### src/rtl/simplex8_pkg.sv
// simplex8_pkg
// Shared definitions for the simplex8 run controller: the sequencing state
// type and the default program-memory bus widths.
package simplex8_pkg;

  localparam int ADDR_W_DEF = 16;
  localparam int DATA_W_DEF = 8;

  // IDLE : halted, waiting for RUN / STEP edge / loader request
  // FETCH: one cycle, PC/instruction latch enabled
  // EXEC : EXEC_CYCLES cycles, commit in the last one
  // LOAD : loader owns the program memory bus
  typedef enum logic [1:0] {
    IDLE  = 2'd0,
    FETCH = 2'd1,
    EXEC  = 2'd2,
    LOAD  = 2'd3
  } state_t;

endpackage

### src/rtl/run_controller.sv
// run_controller
// Sequences the simplex8 CPU through FETCH / EXEC, supports free-run and
// single-step, and hands the program memory bus to a loader on request.
//
// Ports
//   CLK, RESET            clock, asynchronous active-low reset
//   RUN                   level, high = free-run
//   STEP                  single-step request (rising edge detected here)
//   HALT_REQ              decoded HALT from control logic
//   LD_REQ/ADDR/WDATA/WE  loader bus
//   LD_GNT                loader owns the memory bus
//   CPU_ADDR/WDATA/WE     CPU datapath memory bus
//   MEM_ADDR/WDATA/WE     program memory bus
//   FETCH_EN, EXEC_EN     PC/latch enable, ALU/register/flag commit enable
//   HALTED                high in IDLE
//   INSTR_COUNT           retired instruction count (wraps)
//   DBG_STATE             current sequencing state
//
// Loader handshake: LD_REQ is a level request. The controller grants only
// from IDLE (an instruction in flight always completes first); LD_GNT is high
// for every LOAD cycle, and the bus returns to the CPU the cycle after LD_REQ
// is seen low. LD_REQ must stay high until the loader has finished.
module run_controller
  import simplex8_pkg::*;
#(
  parameter int ADDR_W      = ADDR_W_DEF,
  parameter int DATA_W      = DATA_W_DEF,
  parameter int EXEC_CYCLES = 2           // legal 1..4
) (
  input  logic              CLK,
  input  logic              RESET,
  input  logic              RUN,
  input  logic              STEP,
  input  logic              HALT_REQ,
  input  logic              LD_REQ,
  input  logic [ADDR_W-1:0] LD_ADDR,
  input  logic [DATA_W-1:0] LD_WDATA,
  input  logic              LD_WE,
  output logic              LD_GNT,
  input  logic [ADDR_W-1:0] CPU_ADDR,
  input  logic [DATA_W-1:0] CPU_WDATA,
  input  logic              CPU_WE,
  output logic [ADDR_W-1:0] MEM_ADDR,
  output logic [DATA_W-1:0] MEM_WDATA,
  output logic              MEM_WE,
  output logic              FETCH_EN,
  output logic              EXEC_EN,
  output logic              HALTED,
  output logic [15:0]       INSTR_COUNT,
  output state_t            DBG_STATE
);

  localparam logic [1:0] EXEC_CNT_INIT = 2'(EXEC_CYCLES - 1);

  state_t      r_state;
  state_t      w_state_nxt;
  logic [1:0]  r_exec_cnt;
  logic [1:0]  w_exec_cnt_nxt;
  logic        r_step_q;
  logic        r_halt_hold;
  logic        w_halt_hold_nxt;
  logic [15:0] r_instr_count;
  logic        w_step_edge;
  logic        w_in_load;
  logic        w_exec_en;

  assign w_step_edge = STEP & ~r_step_q;
  assign w_in_load   = (r_state == LOAD);
  assign w_exec_en   = (r_state == EXEC) && (r_exec_cnt == 2'd0);

  always_ff @(posedge CLK or negedge RESET) begin
    if (!RESET) begin
      r_state       <= IDLE;
      r_exec_cnt    <= 2'd0;
      r_step_q      <= 1'b0;
      r_halt_hold   <= 1'b0;
      r_instr_count <= 16'd0;
    end else begin
      r_state     <= w_state_nxt;
      r_exec_cnt  <= w_exec_cnt_nxt;
      r_step_q    <= STEP;
      r_halt_hold <= w_halt_hold_nxt;
      if (w_exec_en) begin
        r_instr_count <= r_instr_count + 16'd1;
      end
    end
  end

  // r_halt_hold remembers that the last instruction was a HALT, so a held
  // RUN level does not immediately restart the CPU; a STEP edge (or dropping
  // RUN) releases it.
  always_comb begin
    w_state_nxt     = r_state;
    w_exec_cnt_nxt  = r_exec_cnt;
    w_halt_hold_nxt = r_halt_hold;
    case (r_state)
      IDLE: begin
        if (LD_REQ) begin
          w_state_nxt = LOAD;
        end else if (w_step_edge) begin
          w_state_nxt     = FETCH;
          w_halt_hold_nxt = 1'b0;
        end else if (RUN && !r_halt_hold) begin
          w_state_nxt = FETCH;
        end else if (!RUN) begin
          w_halt_hold_nxt = 1'b0;
        end
      end
      FETCH: begin
        w_state_nxt    = EXEC;
        w_exec_cnt_nxt = EXEC_CNT_INIT;
      end
      EXEC: begin
        // HALT_REQ / LD_REQ are only looked at in the commit cycle.
        if (r_exec_cnt != 2'd0) begin
          w_exec_cnt_nxt = r_exec_cnt - 2'd1;
        end else if (HALT_REQ) begin
          w_state_nxt     = IDLE;
          w_halt_hold_nxt = 1'b1;
        end else if (LD_REQ || !RUN) begin
          w_state_nxt = IDLE;
        end else begin
          w_state_nxt = FETCH;
        end
      end
      LOAD: begin
        if (!LD_REQ) begin
          w_state_nxt = IDLE;
        end
      end
      default: w_state_nxt = IDLE;
    endcase
  end

  assign FETCH_EN    = (r_state == FETCH);
  assign EXEC_EN     = w_exec_en;
  assign LD_GNT      = w_in_load;
  assign HALTED      = (r_state == IDLE);
  assign INSTR_COUNT = r_instr_count;
  assign DBG_STATE   = r_state;

  // CPU writes only land in the commit cycle, so an instruction cut short by
  // reset never reaches memory.
  assign MEM_ADDR  = w_in_load ? LD_ADDR  : CPU_ADDR;
  assign MEM_WDATA = w_in_load ? LD_WDATA : CPU_WDATA;
  assign MEM_WE    = w_in_load ? LD_WE    : (CPU_WE & w_exec_en);

endmodule

### config.mk
export PLATFORM = sky130hd
export DESIGN_NAME = run_controller
export DESIGN_NICKNAME = d
export VERILOG_FILES = /design/src/rtl/simplex8_pkg.sv /design/src/rtl/run_controller.sv
export SDC_FILE = /design/constraint.sdc
export NUM_CORES = 1
export LEC_CHECK = 0
export BUFFER_PORTS_ARGS = -buffer_cell sky130_fd_sc_hd__buf_2
export CORE_MARGIN = 2
export CORE_UTILIZATION = 43
export DETAILED_ROUTE_END_ITERATION = 16
export PLACE_DENSITY = 0.95
export SLEW_MARGIN = 20
export SYNTH_ARGS = -nofsm -noshare
export SYNTH_HDL_FRONTEND = slang
export SYNTH_SLANG_ARGS = --single-unit
### constraint.sdc
create_clock -name CLK -period 3.9 [get_ports CLK]
set_input_delay 0.195 -clock CLK [delete_from_list [all_inputs] [get_ports CLK]]
set_output_delay 0.195 -clock CLK [all_outputs]
set_load 0.05 [all_outputs]
* Word level (Yosys, flattened, before mapping)
Index checks and enable logic that the tools add are counted.
** Storage, ports and cells
- Bits in registers :: 22
- Bits of input ports :: 56
- Output and inout port bits :: 47
- Word-level logic and storage cells :: 54
** Operators by class
- Add/sub/neg operators :: 2
- Eq/ne operators :: 11
- Mux-type cells :: 20
- Bitwise gates (word level) :: 3
- Reductions and logical operators :: 13
** Operator list (count)
- $add A16 B1 Y16 const B :: 1
- $mux W16 :: 1
- $mux W2 :: 6
- $mux W1 :: 9
- $mux W8 :: 1
- $ne A2 B2 Y1 const B :: 4
- $pmux W2 S4 :: 1
- $reduce_and A6 Y1 :: 1
- $reduce_bool A2 Y1 :: 3
- $eq A2 B2 Y1 const B :: 2
- $logic_not A2 Y1 :: 2
- $ne A4 B2 Y1 const B :: 1
- $pmux W2 S2 :: 1
- $ne A3 B2 Y1 const B :: 1
- $ne A3 B3 Y1 const B :: 1
- $reduce_and A3 Y1 :: 1
- $and A1 B1 Y1 :: 2
- $eq A2 B1 Y1 const B :: 1
- $logic_and A1 B1 Y1 :: 2
- $logic_not A1 Y1 :: 2
- $ne A2 B1 Y1 const B :: 1
- $pmux W1 S2 :: 1
- $reduce_and A2 Y1 :: 1
- $sub A2 B1 Y2 const B :: 1
- other kinds (2) :: 2

* Longest topological paths before layout
- Depth after elaboration :: 6
- Gate-level depth with buffers :: 7
- Gate-level depth less buffers :: 6

* Worst setup path before layout
OpenSTA, ideal clock, no wires.
- Path kind :: reg-to-output
- From :: register r_state[1] (netlist: DBG_STATE[1])
- To :: output MEM_WE
- Data arrival time :: 2.164 ns
- Data required time :: 3.705 ns
- Slack :: 1.541 ns
- Stages on the path, launching flop included :: 6
- Buffers on the path :: 2
- Path through :: dfrtp_1 buf_2 nand2_1 buf_2 inv_1 a22o_1
** Between the ends
- Elaborated cells between the ends (all ways) :: 5
- Classes of those cells :: eq/ne: 2; mux: 1; bitwise: 1; reduce/logical: 1
** RTL lines
- start: declaration :: RTL line run_controller.sv:55 : state_t r_state;
- start signal: assignment :: RTL line run_controller.sv:79 : r_state <= w_state_nxt;
- $eq A2 B2 Y1 :: RTL line run_controller.sv:68 : assign w_in_load = (r_state == LOAD);
- named net LD_GNT :: RTL line run_controller.sv:39 : output logic LD_GNT,
- $mux W1 :: RTL line run_controller.sv:146 : assign MEM_WE = w_in_load ? LD_WE : (CPU_WE & w_exec_en);
- end: declaration :: RTL line run_controller.sv:45 : output logic MEM_WE,
The timed path passes the listed nets, and every way through them passes these cells.

* Worst setup path after layout
- From :: register r_state[0] (netlist: DBG_STATE[0])
- To :: output MEM_ADDR[7]
** Between the ends
- Cells in the longest elaborated chain, start to end :: 2
** RTL lines
- $eq A2 B2 Y1 :: RTL line run_controller.sv:68
- $mux W16 :: RTL line run_controller.sv:144 : assign MEM_ADDR = w_in_load ? LD_ADDR : CPU_ADDR;
- end: declaration :: RTL line run_controller.sv:43 : output logic [ADDR_W-1:0] MEM_ADDR,
No other way between the ends.

==> flow_results.org <==
** Power and ir drop
- For this design the total switching power over the nets is 727 uW.
- Largest vdd supply drop :: 0.000543 V
- Total design power :: 1300 uW
- The analysis attributes to cell leakage a power of 0.00106 uW.
- Of the total power, the share spent switching nets is 55.9%.
- Cell internal power was estimated by the tool at 574 uW.
- In this run, flip-flops and latches consume 26.5% of the power.
- Power density relative to cell area :: 681 nW/um^2
- Logic pwr share :: 65.6%
- The clock network accounts for 7.9% of the total power.

** GRT
- Global routing used 37.7% of the available met2 tracks.
- Overall track demand over capacity in global routing :: 21.3%
- Via count of the first global-routing pass :: 1,328
- The number of antenna violations at the first check in global routing was 0.
- After global routing, the most crowded layer is met2.
- For met3 alone, demand over resource in global routing was 5.63%.
- Entering global routing, the biggest net connects 27 pins.
- The first global-routing pass estimated 5700 um of wire.
- Congestion Overflow GR :: 0
- For met1 alone, demand over resource in global routing was 23.9%.

** Floorplanning
- The core region is 3000 sq um.
- Initial Utilization :: 44.8%
- Measured along the x axis, the die boundary spans 60.0 um.
- Total I/O pin count :: 103
- Full die area :: 3590 sq um
- Chip Height :: 60.0 um
- Cell Rows :: 20

** Synth
- After technology mapping, the gate count stands at 125.
- Warnings from Yosys :: 0
- After synthesis the cells add up to 1350 sq um.
- Post-synthesis net count :: 183
- The average instance in the mapped netlist occupies 10.8 sq um.
- Synth cell count leaders :: mux2_2 (26), dfrtp_1 (22), nand2_1 (12), xor2_1 (9)
- Cell with the most instances after synthesis :: mux2_2
- Async set-reset flop share out of synthesis :: 100%
- By area the synthesized netlist is led by dfrtp_1 (41%), mux2_2 (22%), xor2_1 (5.9%), xnor2_1 (3.9%), nand2_1 (3.3%).
- The synthesized netlist contains 30 unique library cells.
- Post-synthesis sequential area ratio :: 40.9%
- The most used flip-flop cell after synthesis is dfrtp_1.
- Counting flops with a built-in enable in the synthesized netlist gives 0.
- The share of synthesized area in the top cell type comes to 40.9%.
- Counting flops and latches in the post-synthesis netlist gives 22.
- Largest area contributor in the synthesized netlist :: dfrtp_1

** Placement
- HPWL after DPL :: 2960 um
- Routability-driven placement finished with a final weighted congestion of 0.796.
- During placement, the flow inserted port buffers numbering 102.
- In this run the cell area measured after placement is 1870 sq um.

** Clock network
- CTS built an H-tree with a depth of 1.
- Post-cts hold buffer count :: 2
- TritonCTS built the clock tree.
- Clock insertion delay at the later pin of the skew report :: 0.30 ns
- The clock drives 22 sinks.
- Counting the buffers created by CTS gives 3.
- Number of resized instances in the post-cts repair step :: 0
- After clock tree synthesis, the clock-pin slew on the worst setup and hold paths is 0.11 ns.
- Buffer levels on the longest clock path :: 2
- Buffer type at the clock tree root :: clkbuf_4
- Post-CTS timing repair inserted 0 buffers for setup.

** Finish
- Design area :: 1910 sq um
- Of the cells placed in the final design, the portion with a size suffix greater than 1 is 58.6%.
- Inserted Diodes :: 0
- Synth-to-layout area growth :: 41.9%
- Number of nets in the finished design :: 287

** Detailed routing
- Antenna-violating nets left :: 0
- TritonRoute pass-1 iters :: 4
- Dividing the detail-routed via count by the number of cells gives 5.23.
- In the routed design, unresolved DRC markers number 0.
- Total via count in the routed design :: 1,361
- Average routed wire per standard cell :: 13.8 um
- Initial detailed-routing violation count :: 33
- Wires add up to 3590 um.

** STA
- After layout, the worst path uses 63.1% of the clock period.
- Total negative setup slack :: 0 ns
- Unrepaired setup endpoints after global routing :: false
- Setup violations remaining at the end of the flow were counted as 0.
- At the pin with the least slew margin, the transition time is 0.973 ns.
- Final critical delay including setup and external delays :: 2.46 ns
- Relative slew slack :: 35.0%
- Between clock sinks in the finished design, the worst skew comes to 0.00173 ns.
- Max frequency :: 0.406 GHz
- The max-slew violation count was 0.
- The number of hold violations in the final report came to 0.

** Setup path
- Critical path required time :: 3.70 ns
- Critical path capture point type :: output port
- Maximum fanout encountered on the critical timing path :: 26
- The worst setup path is launched from a flip-flop.
- STA puts the critical path data arrival time at 2.27 ns.
- Kind of critical path :: flip-flop to output port

** Run status
- Run status :: finished, final reports clean

** Hold path
- Hold WC Path Type :: primary input to flip-flop

** Flow run
- Max-Cap Viols :: 0
[final timing paths]
check	from	to	slack, ns	cells after the start
hold reg to reg	INSTR_COUNT[15]	INSTR_COUNT[15]	0.47	1
setup reg to reg	r_exec_cnt[0]	INSTR_COUNT[15]	1.84	6
setup / recovery	DBG_STATE[0]	MEM_ADDR[7]	1.44	3
min in group asynchronous	RESET	INSTR_COUNT[10]	0.37	2
hold / removal	HALT_REQ	r_halt_hold	0.11	3
max in group asynchronous	RESET	INSTR_COUNT[5]	3.21	2
[layout make-up]
type / instances / area (sq um)
flip-flops and latches: 22 / 551
repair buffers: 104 / 531
inverters: 6 / 22.5
clock buffers: 3 / 22.5
multi-input cells: 92 / 743
fillers: 250 / 1090
well taps: 33 / 41.3
[state kept, by name, indices dropped and copies added (netlist names)]
signal / flops
DBG_STATE: 2
INSTR_COUNT: 16
r_exec_cnt: 2
r_halt_hold: 1
r_step_q: 1
[cell usage in the layout, fill, tap and decap left out]
master,count
o21ai_0,1
o31ai_1,1
a2111oi_0,1
dlygate4sd3_1,2
xnor2_1,6
and3b_1,1
nand3_1,3
clkbuf_4,3
nor4b_1,1
a22oi_1,1
nand4_1,2
or3_1,1
nand2b_1,1
and3_1,2
nor4_2,1
and4_1,1
xor2_1,9
dfrtp_1,22
o22a_1,1
a21oi_1,3
inv_1,6
ha_1,2
mux2_2,26
a22o_1,4
nand4_4,1
nor3_1,4
nand2_1,12
nor2b_1,1
buf_2,102
nor2_1,6
[critical path, cell delays in order (launching register included)]
cell and delay [ns]:
dfrtp_1 0.57, nand2_1 0.65, mux2_2 0.52, buf_2 0.21
[power groups by stage]
| stage | Combinational, uW | Clock, uW | Sequential, uW |
|---|---|---|---|
| after floorplan | 600 | 0 | 434 |
| after global placement | 842 | 0 | 344 |
| after CTS | 861 | 106 | 345 |
| final | 853 | 102 | 345 |
| after global routing | 915 | 118 | 356 |
| after detailed placement | 857 | 0 | 349 |
[metrics by stage]
step	setup WS (ns)	hold slack, ns	utilization, %	instances
floorplan	1.54	-0.101	-	125
global placement	1.84	0.183	62.2	255
detailed placement	1.81	0.188	62.2	255
CTS	1.43	0.111	63.6	260
global route	1.25	0.162	63.6	260
finish	1.44	0.114	63.6	260
[layer usage]
metal,up-vias,wire length (um)
met5,-,0
met4,0,114
met3,10,286
met2,66,1850
met1,635,1340
li1,650,-
[logic make-up after synthesis]
| logic type | count (synthesis) | synth area share [%] |
|---|---|---|
| buffers and inverters | 11 | 3.90 |
| AND/OR/NAND/NOR | 37 | 15.3 |
| flip-flops | 22 | 40.9 |
| multiplexers | 26 | 21.7 |
| AO/OA/AOI/OAI | 12 | 6.51 |
| XOR/XNOR | 15 | 9.76 |
| adder cells (fa/ha/maj) | 2 | 1.86 |
Note: power is estimated with default switching activity, not from simulation.
